**src/rtl/img_pkg.sv**
```systemverilog
// Shared constants and state encoding for the image loader.
package img_pkg;
    localparam int IMG_W      = 160;
    localparam int IMG_H      = 380;
    localparam int IMG_PIXELS = IMG_W * IMG_H;
    localparam int ADDR_W     = 19;
    localparam int PIX_W      = 12;

    typedef enum logic [1:0] {
        ST_IDLE,
        ST_WAIT_SOF,
        ST_LOAD
    } state_e;
endpackage

```
**src/rtl/img_loader_if.sv**
```systemverilog
// Pixel stream in, frame-buffer write port out.
interface img_loader_if #(
    parameter int PIX_W  = img_pkg::PIX_W,
    parameter int ADDR_W = img_pkg::ADDR_W
);
    logic              s_valid;
    logic              s_ready;
    logic              s_sof;
    logic [PIX_W-1:0]  s_data;
    logic              wr_en;
    logic [ADDR_W-1:0] wr_addr;
    logic [PIX_W-1:0]  wr_data;

    modport master (
        output s_valid, s_sof, s_data,
        input  s_ready, wr_en, wr_addr, wr_data
    );
    modport slave (
        input  s_valid, s_sof, s_data,
        output s_ready, wr_en, wr_addr, wr_data
    );
endinterface

```
**src/rtl/img_addr_gen.sv**
```systemverilog
// Column/row/linear-address counters; the linear address is kept incrementally.
module img_addr_gen #(
    parameter int IMG_W  = img_pkg::IMG_W,
    parameter int IMG_H  = img_pkg::IMG_H,
    parameter int ADDR_W = img_pkg::ADDR_W
) (
    input  logic              clk,
    input  logic              rst_n,
    input  logic              adv_i,
    input  logic              restart_i,
    input  logic              clear_i,
    output logic [ADDR_W-1:0] addr_o,
    output logic              last_o
);
    localparam int CW = (IMG_W > 1) ? $clog2(IMG_W) : 1;
    localparam int RW = (IMG_H > 1) ? $clog2(IMG_H) : 1;

    logic [CW-1:0]     col_q, col_d;
    logic [RW-1:0]     row_q, row_d;
    logic [ADDR_W-1:0] addr_q, addr_d;

    always_comb begin
        col_d  = col_q;
        row_d  = row_q;
        addr_d = addr_q;
        if (clear_i) begin
            col_d  = '0;
            row_d  = '0;
            addr_d = '0;
        end else if (restart_i) begin
            // the start-of-frame beat itself occupies address 0
            col_d  = CW'(1);
            row_d  = '0;
            addr_d = ADDR_W'(1);
        end else if (adv_i) begin
            addr_d = addr_q + ADDR_W'(1);
            if (col_q == CW'(IMG_W - 1)) begin
                col_d = '0;
                row_d = row_q + RW'(1);
            end else begin
                col_d = col_q + CW'(1);
            end
        end
    end

    always_ff @(posedge clk) begin
        if (!rst_n) begin
            col_q  <= '0;
            row_q  <= '0;
            addr_q <= '0;
        end else begin
            col_q  <= col_d;
            row_q  <= row_d;
            addr_q <= addr_d;
        end
    end

    assign addr_o = addr_q;
    assign last_o = (col_q == CW'(IMG_W - 1)) && (row_q == RW'(IMG_H - 1));
endmodule

```
**src/rtl/img_loader.sv**
```systemverilog
// Loads one frame from a pixel stream into an external frame buffer, gated by wr_allow.
module img_loader #(
    parameter int IMG_W = img_pkg::IMG_W,
    parameter int IMG_H = img_pkg::IMG_H
) (
    input  logic         clk,
    input  logic         rst_n,
    input  logic         start,
    input  logic         wr_allow,
    img_loader_if.slave  bus,
    output logic         busy,
    output logic         frame_done,
    output logic         sof_err
);
    import img_pkg::*;

    state_e            state_q, state_d;
    logic              wr_en_q, wr_en_d;
    logic [ADDR_W-1:0] wr_addr_q, wr_addr_d;
    logic [PIX_W-1:0]  wr_data_q, wr_data_d;
    logic              done_q, done_d;
    logic              err_q, err_d;
    logic              ag_adv, ag_restart, ag_clear, ag_last;
    logic [ADDR_W-1:0] ag_addr;
    logic              accept;

    assign bus.s_ready = (state_q != ST_IDLE) & wr_allow;
    assign accept      = bus.s_valid & bus.s_ready;

    img_addr_gen #(.IMG_W(IMG_W), .IMG_H(IMG_H), .ADDR_W(ADDR_W)) u_addr (
        .clk       (clk),
        .rst_n     (rst_n),
        .adv_i     (ag_adv),
        .restart_i (ag_restart),
        .clear_i   (ag_clear),
        .addr_o    (ag_addr),
        .last_o    (ag_last)
    );

    always_comb begin
        state_d    = state_q;
        wr_en_d    = 1'b0;
        wr_addr_d  = wr_addr_q;
        wr_data_d  = wr_data_q;
        done_d     = 1'b0;
        err_d      = err_q;
        ag_adv     = 1'b0;
        ag_restart = 1'b0;
        ag_clear   = 1'b0;
        unique case (state_q)
            ST_IDLE: begin
                if (start) begin
                    state_d = ST_WAIT_SOF;
                    err_d   = 1'b0;
                end
            end
            ST_WAIT_SOF: begin
                if (accept && bus.s_sof) begin
                    wr_en_d    = 1'b1;
                    wr_addr_d  = '0;
                    wr_data_d  = bus.s_data;
                    ag_restart = 1'b1;
                    state_d    = ST_LOAD;
                end
            end
            ST_LOAD: begin
                if (accept) begin
                    wr_en_d   = 1'b1;
                    wr_data_d = bus.s_data;
                    // a stray SOF resynchronises rather than aborting the frame
                    if (bus.s_sof) begin
                        wr_addr_d  = '0;
                        ag_restart = 1'b1;
                        err_d      = 1'b1;
                    end else begin
                        wr_addr_d = ag_addr;
                        if (ag_last) begin
                            ag_clear = 1'b1;
                            done_d   = 1'b1;
                            state_d  = ST_IDLE;
                        end else begin
                            ag_adv = 1'b1;
                        end
                    end
                end
            end
            default: state_d = ST_IDLE;
        endcase
    end

    always_ff @(posedge clk) begin
        if (!rst_n) begin
            state_q   <= ST_IDLE;
            wr_en_q   <= 1'b0;
            wr_addr_q <= '0;
            wr_data_q <= '0;
            done_q    <= 1'b0;
            err_q     <= 1'b0;
        end else begin
            state_q   <= state_d;
            wr_en_q   <= wr_en_d;
            wr_addr_q <= wr_addr_d;
            wr_data_q <= wr_data_d;
            done_q    <= done_d;
            err_q     <= err_d;
        end
    end

    assign bus.wr_en   = wr_en_q;
    assign bus.wr_addr = wr_addr_q;
    assign bus.wr_data = wr_data_q;
    assign busy        = (state_q != ST_IDLE);
    assign frame_done  = done_q;
    assign sof_err     = err_q;
endmodule

```
**src/flat_wrapper.sv**
```systemverilog
// flat-port wrapper written by rule: the top's interface ports become plain ports
module img_loader_flat import img_pkg::*;
#(
    parameter int IMG_W = img_pkg::IMG_W,
    parameter int IMG_H = img_pkg::IMG_H
)
  (clk, rst_n, start, wr_allow, busy, frame_done, sof_err, bus_s_valid, bus_s_sof, bus_s_data, bus_s_ready, bus_wr_en, bus_wr_addr, bus_wr_data);
  img_loader_if bus_i ();
  input  logic clk;
  input  logic rst_n;
  input  logic start;
  input  logic wr_allow;
  output logic busy;
  output logic frame_done;
  output logic sof_err;
  input wire logic [$bits(bus_i.s_valid)-1:0] bus_s_valid;
  input wire logic [$bits(bus_i.s_sof)-1:0] bus_s_sof;
  input wire logic [$bits(bus_i.s_data)-1:0] bus_s_data;
  output wire logic [$bits(bus_i.s_ready)-1:0] bus_s_ready;
  output wire logic [$bits(bus_i.wr_en)-1:0] bus_wr_en;
  output wire logic [$bits(bus_i.wr_addr)-1:0] bus_wr_addr;
  output wire logic [$bits(bus_i.wr_data)-1:0] bus_wr_data;
  assign bus_i.s_valid = bus_s_valid;
  assign bus_i.s_sof = bus_s_sof;
  assign bus_i.s_data = bus_s_data;
  assign bus_s_ready = bus_i.s_ready;
  assign bus_wr_en = bus_i.wr_en;
  assign bus_wr_addr = bus_i.wr_addr;
  assign bus_wr_data = bus_i.wr_data;
  img_loader #(.IMG_W(IMG_W), .IMG_H(IMG_H)) u_core (.clk(clk), .rst_n(rst_n), .start(start), .wr_allow(wr_allow), .bus(bus_i), .busy(busy), .frame_done(frame_done), .sof_err(sof_err));
endmodule
```
**config.mk**
```make
export PLATFORM = sky130hd
export DESIGN_NAME = img_loader_flat
export DESIGN_NICKNAME = d
export VERILOG_FILES = /design/src/rtl/img_pkg.sv /design/src/rtl/img_loader_if.sv /design/src/rtl/img_addr_gen.sv /design/src/rtl/img_loader.sv /design/src/flat_wrapper.sv
export SDC_FILE = /design/constraint.sdc
export NUM_CORES = 1
export LEC_CHECK = 0
export CORE_MARGIN = 2
export CORE_UTILIZATION = 56
export CTS_CLUSTER_SIZE = 20
export DETAILED_ROUTE_END_ITERATION = 16
export PLACE_DENSITY_LB_ADDON = 0.15
export SETUP_SLACK_MARGIN = 0.15
export SLEW_MARGIN = 20
export SYNTH_ARGS = -nofsm -noshare
export SYNTH_HDL_FRONTEND = slang
export SYNTH_SLANG_ARGS = --single-unit
```
**constraint.sdc**
```tcl
create_clock -name clk -period 3.1 [get_ports clk]
set_input_delay 0.775 -clock clk [delete_from_list [all_inputs] [get_ports clk]]
set_output_delay 0.775 -clock clk [all_outputs]
set_load 0.005 [all_outputs]
```
==> flow_summary.toml, run 1 <==
[run_status]
outcome = "finished clean"

[critical_path]
slowest_stage = "clkdlybuf4s50_1"
end_kind = "output pin"
cpMostUsedCell = "clkdlybuf4s50_1"
worstPathRequired_ns = 2.32
rr_endpoint = "u_core.u_addr.addr_o[13]$_SDFFE_PP0P_"
r2r_cells = 6
critical_path_class = "in2out"
cp.arrival_ns = 1.96
cpPeakStageDelay_ns = 0.53
r2r-start = "u_core.u_addr.row_q[0]$_SDFFE_PP0P_"
cp-start-kind = "primary input"
crit_path_end = "bus_s_ready"
worstSetupStartpoint = "wr_allow"
r2r_setup_slack_ns = 0.68
cp_max_fo = 3
crit_chain = "clkdlybuf4s50_1 > nor2b_1 > clkdlybuf4s50_1"

[power]
power_switching_mw = 0.6179
p_comb_share_pct = 19.1
p_leak_nw = 1.364
p_seq_share_pct = 44.6
clkPwrFrac_pct = 36.3
p_total_mw = 2.239
power-per-cell-area_mw_per_mm2 = 554.8
internal_power_mw = 1.621
switching_share_pct = 27.59
peakVddDrop_mv = 0.4054

[timing]
slew_headroom_pct = 62.42
fin_worst_skew_ns = 0.008953
fmax_mhz = 365.6
period_needed_ns = 2.735
fin_setup_tns_ns = 0
final-hold-violation-count = 0
setup_viol = 0
slew_viol_final = 0
rsz0062_at_grt = "no"
max_slew.worst_pin.slew_ns = 0.5631
period_share_pct = 88.24

[die]
start_util_pct = 58.40
io_pins = 54
fp.dieW_um = 80.01
rows = 27
die-area_mm2 = 0.006402
die_height_um = 80.01
core_area_mm2 = 0.005540

[clock_tree]
cts.clk_slew.worst_paths_ns = 0.08
numCtsBuffers = 9
post_cts_resized = 0
cts_tree = "done"
cts-hold-fix-buffers = 0
clock_latency_ns = 0.34
cts_sinks = 72
clockBufferDepth = 2
cts_root_buf = "clkbuf_8"
ctsHtreeMaxLevel = 3
postCtsSetupRepairBufs = 0

[synthesis]
synth_top_cell_area_share_pct = 44.55
synth_ff_type = "dfxtp_1"
synth_cells = 379
yosys.area.top_type = "dfxtp_1"
synth_top_family_by_area = "simple AND/OR/NAND/NOR gates"
synth_async_sr_flop_share_pct = 0
ys_seq_area_share_pct = 44.55
ys_ff_latch = 72
synth_adder_area_share_pct = 2.320
synthesis.area_mm2 = 0.003236
yosys_warnings = 0
synth_compound_area_share_pct = 10.63
synth_commonest_cells = "dfxtp_1, nand2_1, nand3_1, o21ai_0, nor2_1"
synthXorXnorAreaFrac_pct = 7.579
ys_top_cells_by_area = "dfxtp_1, nand3_1, xnor2_1, o21ai_0, nand2_1"
synthMuxAreaShare_pct = 0.3094
syn_avg_cell_area_um2 = 8.537
synth_simple_gate_area_share_pct = 29.81
synth_edf_count = 0
syn_nets = 403
yosysMostFrequentCell = "dfxtp_1"
synth_cell_type_count = 46

[global_routing]
antenna_found_initial = 0
grt_first_pass_wirelength_um = 11360
grt_use_total_pct = 22.47
grt_pass1_vias = 2632
grt_start_max_net_pins = 45
gr-total-overflow = 0

[detailed_routing]
dr.pass1.iters = 4
vias_per_cell = 5.421
first_iter_violations = 168
drc = 0
routed_wl_um = 6667
ant_nets = 0
vias = 2732
wl_per_cell_um = 13.23

[layout]
drive_gt1_share_pct = 8.102
layout.cells.non_filler = 504
syn2layout_area_growth_pct = 24.75
n_antenna_cell = 0
layout.nets = 451

[placement]
dp.cells = 488
gp_congestion = 0.8494
detailed_place_hpwl_um = 4713
io_buffers = 53

[job]
drv_cap = 0

[worst_hold_path]
hold_class = "reg2reg"
worst min-delay path by stage:
stage          cells past startpoint  slack (ns)                             startpoint                                  end
2_1_floorplan                      2        0.44  u_core.u_addr.addr_o[17]$_SDFFE_PP0P_  u_core.bus.wr_addr[17]$_SDFFE_PN0P_
3_3_place_gp                       2        0.45     u_core.bus.wr_data[0]$_SDFFE_PN0P_   u_core.bus.wr_data[0]$_SDFFE_PN0P_
3_5_place_dp                       2        0.46     u_core.bus.wr_data[0]$_SDFFE_PN0P_   u_core.bus.wr_data[0]$_SDFFE_PN0P_
4_1_cts                            2        0.48     u_core.bus.wr_data[0]$_SDFFE_PN0P_   u_core.bus.wr_data[0]$_SDFFE_PN0P_
5_1_grt                            2        0.49    u_core.bus.wr_addr[16]$_SDFFE_PN0P_  u_core.bus.wr_addr[16]$_SDFFE_PN0P_
6_report                           2        0.47    u_core.bus.wr_addr[16]$_SDFFE_PN0P_  u_core.bus.wr_addr[16]$_SDFFE_PN0P_
metrics by stage:
stage	hold WS [ns]	setup WS [ns]	util, %	area [µm²]
2_1_floorplan	0.4360	0.9925	-	3236
3_3_place_gp	0.4519	0.3616	68.88	3816
3_5_place_dp	0.4631	0.3302	68.88	3816
4_1_cts	0.4761	0.3535	72.85	4036
5_1_grt	0.4893	0.3359	72.85	4036
6_report	0.4707	0.3646	72.85	4036
state kept, by name, indices dropped and copies added, names as in the netlist, 2 cells and up:
register	flops
u_core.u_addr.row_q	9
u_core.state_q	2
u_core.u_addr.col_q	8
u_core.bus.wr_addr	19
u_core.u_addr.addr_o	19
u_core.bus.wr_data	12
power by group through the flow:
stage / Sequential (mW) / Clock [mW] / Combinational, mW
6_report: 0.998 / 0.814 / 0.428
5_1_grt: 1.00 / 0.873 / 0.467
4_1_cts: 0.998 / 0.831 / 0.429
3_5_place_dp: 1.02 / 0 / 0.426
3_3_place_gp: 1.02 / 0 / 0.417
2_1_floorplan: 1.02 / 0 / 0.227
placed cells by master, fill, tap and decap left out, types with 5 or more instances in the layout:
cell type	netlist	final
a21oi_1	9	9
buf_4	0	7
clkbuf_8	0	9
clkdlybuf4s50_1	0	52
dfxtp_1	72	72
ha_1	6	6
inv_1	8	8
nand2_1	46	46
nand3_1	41	41
nand4_1	9	9
nor2_1	33	33
nor3_1	9	9
nor4_1	9	9
o21ai_0	35	35
xnor2_1	23	23
xor2_1	5	5
cell type report:
class,instances,area [µm²]
inverter,8,30.03
timing repair buffer,61,598.1
clock buffer,9,123.9
tap,72,90.09
clock inverter,7,96.34
sequential,72,1441
fill,422,1504
multi-input combinational,275,1657
cells by family after synthesis:
family,Yosys count
compound gates,58
xor+xnor,28
fa+ha+maj,6
buf+inv,32
flops,72
mux,1
simple gates,182
critical path: cells and delay by family:
kind | cells | cell delay (ns)
AND/OR/NAND/NOR | 1 | 0.15
buffers and inverters | 2 | 1.04
metal layers:
metal	vias up	GRT usage, %	wire length [µm]
met3	10	5.656	248
met2	44	38.58	3254
met1	1258	27.11	3080
met4	0	7.966	84
li1	1420	-	-
met5	-	0	0
Power figures use the tool's default switching activity.
==> run 2, diff against run 1 <==
--- a/config.mk
+++ b/config.mk
@@ -5,6 +5,7 @@
 export SDC_FILE = /design/constraint.sdc
 export NUM_CORES = 1
 export LEC_CHECK = 0
+export CORE_ASPECT_RATIO = 0.8
 export CORE_MARGIN = 2
 export CORE_UTILIZATION = 56
 export CTS_CLUSTER_SIZE = 20
==> run 2 against run 1 <==
Worst hold slack worse by 0.013 ns. Via count is 1.5% higher. Power is 4.9% lower. First-iteration DRC count is 13% lower. Maximum frequency is 0.17% higher. Global-route usage is 0.65 points higher. Final cell count is 1.2% higher. Clock-buffer cell count is 1 higher. Largest power group unchanged. Clock skew is 0.00088 ns higher. Register-to-register slack worse by 0.02 ns.
==> flow_summary.toml, run 2 (same netlist as run 1, synthesis figures left out) <==
[layout]
layout.cells.non_filler = 510
n_antenna_cell = 0
final_common_cell = "dfxtp_1"
layout.nets = 451
syn2layout_area_growth_pct = 24.36
final_util_pct = 72.83
drive_gt1_share_pct = 7.870
final_cell_mix = "dfxtp_1, clkdlybuf4s50_1, nand2_1"

[clock_tree]
postCtsSetupRepairBufs = 0
clockBufferDepth = 2
cts_tree = "done"
clock_latency_ns = 0.34
cts-hold-fix-buffers = 0
post_cts_resized = 0
cts.clk_slew.worst_paths_ns = 0.07
cts_sinks = 72
cts_root_buf = "clkbuf_8"
numCtsBuffers = 9
ctsHtreeMaxLevel = 3

[run_status]
outcome = "finished clean"

[worst_hold_path]
hold-path-cell-count = 2
hold_class = "reg2reg"

[global_routing]
grt_start_max_net_pins = 61
grt_pass1_vias = 2591
gr-total-overflow = 0
grt_use_total_pct = 23.12
antenna_found_initial = 0
grt_first_pass_wirelength_um = 11650

[timing]
max_slew.worst_pin.slew_ns = 0.4998
worst_hold_slack_ns = 0.4575
slew_viol_final = 0
final-hold-violation-count = 0
period_share_pct = 88.09
setup_viol = 0
fin_setup_tns_ns = 0
fmax_mhz = 366.2
fin_worst_skew_ns = 0.009828
period_needed_ns = 2.731
slew_headroom_pct = 66.37
rsz0062_at_grt = "no"

[critical_path]
critical_path_class = "in2out"
cp-start-kind = "primary input"
crit_path_end = "bus_s_ready"
rr_endpoint = "u_core.u_addr.addr_o[4]$_SDFFE_PP0P_"
worstSetupStartpoint = "wr_allow"
r2r-start = "u_core.u_addr.row_q[0]$_SDFFE_PP0P_"
r2r_cells = 6
r2r_setup_slack_ns = 0.66
cp.arrival_ns = 1.96
cp_max_fo = 3
worstPathRequired_ns = 2.32
end_kind = "output pin"

[power]
p_leak_nw = 1.346
power-per-cell-area_mw_per_mm2 = 529.1
peakVddDrop_mv = 0.3129
p_total_mw = 2.129

[detailed_routing]
vias_per_cell = 5.435
vias = 2772
ant_nets = 0
drc = 0
dr.pass1.iters = 4
routed_wl_um = 6735
first_iter_violations = 147
wl_per_cell_um = 13.21

[die]
rows = 24
fp.dieW_um = 88.99
core_area_mm2 = 0.005525
io_pins = 54
start_util_pct = 58.56
die-area_mm2 = 0.006406
die_height_um = 71.99

[placement]
detailed_place_hpwl_um = 4708
gp_congestion = 0.8269
dp.cells = 494
io_buffers = 53

[job]
drv_cap = 0
[run 2: through the flow]
stage          cell area (µm²)  setup slack [ns]
2_1_floorplan             3236            0.9925
3_3_place_gp              3836            0.2959
3_5_place_dp              3836            0.2552
4_1_cts                   4024            0.3585
5_1_grt                   4024            0.3250
6_report                  4024            0.3694
[run 2: area by class of cell]
type	instances	area [µm²]
clock buffers	10	127.6
clock inverters	6	60.06
fillers	454	1501
inverters	8	30.03
multi-input cells	275	1657
flip-flops and latches	72	1441
well taps	78	97.59
repair buffers	61	610.6
[run 2: power by group]
group	switching (mW)	internal [mW]	leakage, nW
sequential	0.0247	0.973	0.581
clock	0.339	0.367	0.0920
combinational	0.230	0.195	0.673
[run 2: worst max-delay path, cell delays in order]
cell and delay [ns]:
clkdlybuf4s50_1 0.53, nor2b_1 0.15, clkdlybuf4s50_1 0.50
[run 2: worst min path at each step]
| stage | startpoint | end |
|---|---|---|
| after global placement | u_core.u_addr.addr_o[17]$_SDFFE_PP0P_ | u_core.bus.wr_addr[17]$_SDFFE_PN0P_ |
| after detailed placement | u_core.u_addr.addr_o[17]$_SDFFE_PP0P_ | u_core.bus.wr_addr[17]$_SDFFE_PN0P_ |
| after global routing | u_core.bus.wr_data[10]$_SDFFE_PN0P_ | u_core.bus.wr_data[10]$_SDFFE_PN0P_ |
| after floorplan | u_core.u_addr.addr_o[17]$_SDFFE_PP0P_ | u_core.bus.wr_addr[17]$_SDFFE_PN0P_ |
| final | u_core.u_addr.addr_o[17]$_SDFFE_PP0P_ | u_core.bus.wr_addr[17]$_SDFFE_PN0P_ |
| after CTS | u_core.u_addr.addr_o[17]$_SDFFE_PP0P_ | u_core.bus.wr_addr[17]$_SDFFE_PN0P_ |
[run 2: layer usage]
layer | GRT usage (%) | vias up | part of all wire, %
li1 | - | 1421 | -
met1 | 30.79 | 1279 | 49
met2 | 35.49 | 64 | 44
met3 | 6.826 | 8 | 6.4
met4 | 9.121 | 0 | 0.76
met5 | 0 | - | 0
==> run 3, diff against run 2 <==
--- a/config.mk
+++ b/config.mk
@@ -12,7 +12,7 @@
 export DETAILED_ROUTE_END_ITERATION = 16
 export PLACE_DENSITY_LB_ADDON = 0.15
 export SETUP_SLACK_MARGIN = 0.15
-export SLEW_MARGIN = 20
+export SLEW_MARGIN = 5
 export SYNTH_ARGS = -nofsm -noshare
 export SYNTH_HDL_FRONTEND = slang
 export SYNTH_SLANG_ARGS = --single-unit
==> constraint.sdc (replaced) <==
create_clock -name clk -period 3.44 [get_ports clk]
set_input_delay 0.86 -clock clk [delete_from_list [all_inputs] [get_ports clk]]
set_output_delay 0.86 -clock clk [all_outputs]
set_load 0.005 [all_outputs]
==> run 3 against run 2 <==
Non-clock buffer count decreased by 1. Routed wire length increased by 1.0%. Largest power group unchanged. Final cell count decreased by 0.39%. Register-to-register slack improved by 0.30 ns. Via count decreased by 0.79%. Flip-flop and latch count unchanged. First-iteration DRC count decreased by 3.4%.
==> flow_summary.toml, run 3 (same netlist as run 1, synthesis figures left out) <==
[critical_path]
cp_max_fo = 3
r2r-start = "u_core.u_addr.row_q[0]$_SDFFE_PP0P_"
critical_path_class = "in2out"
crit_chain = "clkdlybuf4s50_1 > nor2b_1 > clkdlybuf4s50_1"
worstSetupStartpoint = "wr_allow"
r2r_setup_slack_ns = 0.96
cpPeakStageDelay_ns = 0.54
cpMostUsedCell = "clkdlybuf4s50_1"
worstPathRequired_ns = 2.58
slowest_stage = "clkdlybuf4s50_1"
end_kind = "output pin"
cp-start-kind = "primary input"
cp.arrival_ns = 2.04

[placement]
pre_cts_ws_ns = 0.4870
detailed_place_hpwl_um = 4805
io_buffers = 53
placed_cell_area_mm2 = 0.003829
gp_congestion = 0.8082

[detailed_routing]
dr.pass1.iters = 4
ant_nets = 0
routed_wl_um = 6803
vias_per_cell = 5.413
first_iter_violations = 142
wl_per_cell_um = 13.39
vias = 2750
drc = 0

[timing]
slew_viol_final = 0
fin_setup_tns_ns = 0
period_needed_ns = 2.905
setup_viol = 0
setup_ws_ns = 0.5350
fmax_mhz = 344.2
slew_headroom_pct = 61.83
rsz0062_at_grt = "no"
worst_hold_slack_ns = 0.4582
fin_worst_skew_ns = 0.006432
final-hold-violation-count = 0
period_share_pct = 84.45
max_slew.worst_pin.slew_ns = 0.5704

[global_routing]
met2_usage_pct = 34.49
busiest_layer = "met2"
gr-total-overflow = 0
grt_start_max_net_pins = 48
use_met1_pct = 28.43
grt_pass1_vias = 2460
grt_first_pass_wirelength_um = 10940
grtUsageMet3_pct = 7.395
antenna_found_initial = 0
grt_use_total_pct = 21.72

[die]
die-area_mm2 = 0.006406
die_height_um = 71.99
start_util_pct = 58.56
rows = 24
io_pins = 54
core_area_mm2 = 0.005525
fp.dieW_um = 88.99

[clock_tree]
cts_sinks = 72
cts_tree = "done"
cts_root_buf = "clkbuf_8"
numCtsBuffers = 9
clockBufferDepth = 2
cts.clk_slew.worst_paths_ns = 0.07
cts-hold-fix-buffers = 0
ctsHtreeMaxLevel = 3
post_cts_resized = 0
clock_latency_ns = 0.34
postCtsSetupRepairBufs = 0

[layout]
n_antenna_cell = 0
final_cell_mix = "dfxtp_1, clkdlybuf4s50_1, nand2_1"
layout.nets = 450
fin_area_mm2 = 0.004014
final_common_cell = "dfxtp_1"
syn2layout_area_growth_pct = 24.05
drive_gt1_share_pct = 7.674

[job]
drv_cap = 0

[power]
power-per-cell-area_mw_per_mm2 = 476.9
p_leak_nw = 1.344
peakVddDrop_mv = 0.2385

[worst_hold_path]
hold_class = "reg2reg"
worstHoldStart = "u_core.u_addr.addr_o[17]$_SDFFE_PP0P_"

[run_status]
outcome = "finished clean"
[run 3: cell count changes in the layout (fill, tap and decap cells not counted)]
cell	before	now
clkinv_4	0	1
clkbuf_1	1	0
clkinvlp_4	2	1
buf_4	6	5
[run 3: final timing paths]
path / to / depth (start not counted)
setup / recovery: bus_s_ready / 3
hold / removal: u_core.bus.wr_addr[17]$_SDFFE_PN0P_ / 2
setup reg to reg: u_core.u_addr.col_q[5]$_SDFFE_PP0P_ / 6
hold reg to reg: u_core.bus.wr_addr[17]$_SDFFE_PN0P_ / 2
[run 3: cell type report]
cell class                      count  area, µm²
Multi-Input combinational cell    275       1657
Inverter                            8      30.03
Clock buffer                        9      123.9
Fill cell                         472       1511
Clock inverter                      6      61.31
Sequential cell                    72       1441
Tap cell                           78      97.59
Timing Repair Buffer               60      603.1
[run 3: per-stage QoR]
step / util [%] / cells / power, mW
final: 72.64 / 508 / 1.914
after global routing: 72.64 / 508 / 2.013
after CTS: 72.64 / 508 / 1.935
after detailed placement: 69.29 / 493 / 1.304
after global placement: 69.29 / 493 / 1.291
after floorplan: - / 379 / 1.125
[run 3: power by group]
part | switching [mW] | internal, mW
clock | 0.301 | 0.328
sequential | 0.0223 | 0.877
combinational | 0.210 | 0.175
[run 3: per-layer routing]
metal | wire length (µm) | up-vias
li1 | - | 1411
met1 | 3240 | 1266
met2 | 3073 | 69
met3 | 456 | 4
met4 | 34 | 0
met5 | 0 | -
[run 3: worst max-delay path, delay by kind of cell]
kind,cells,cell delay [ns]
simple gates,1,0.14
buf+inv,2,1.04
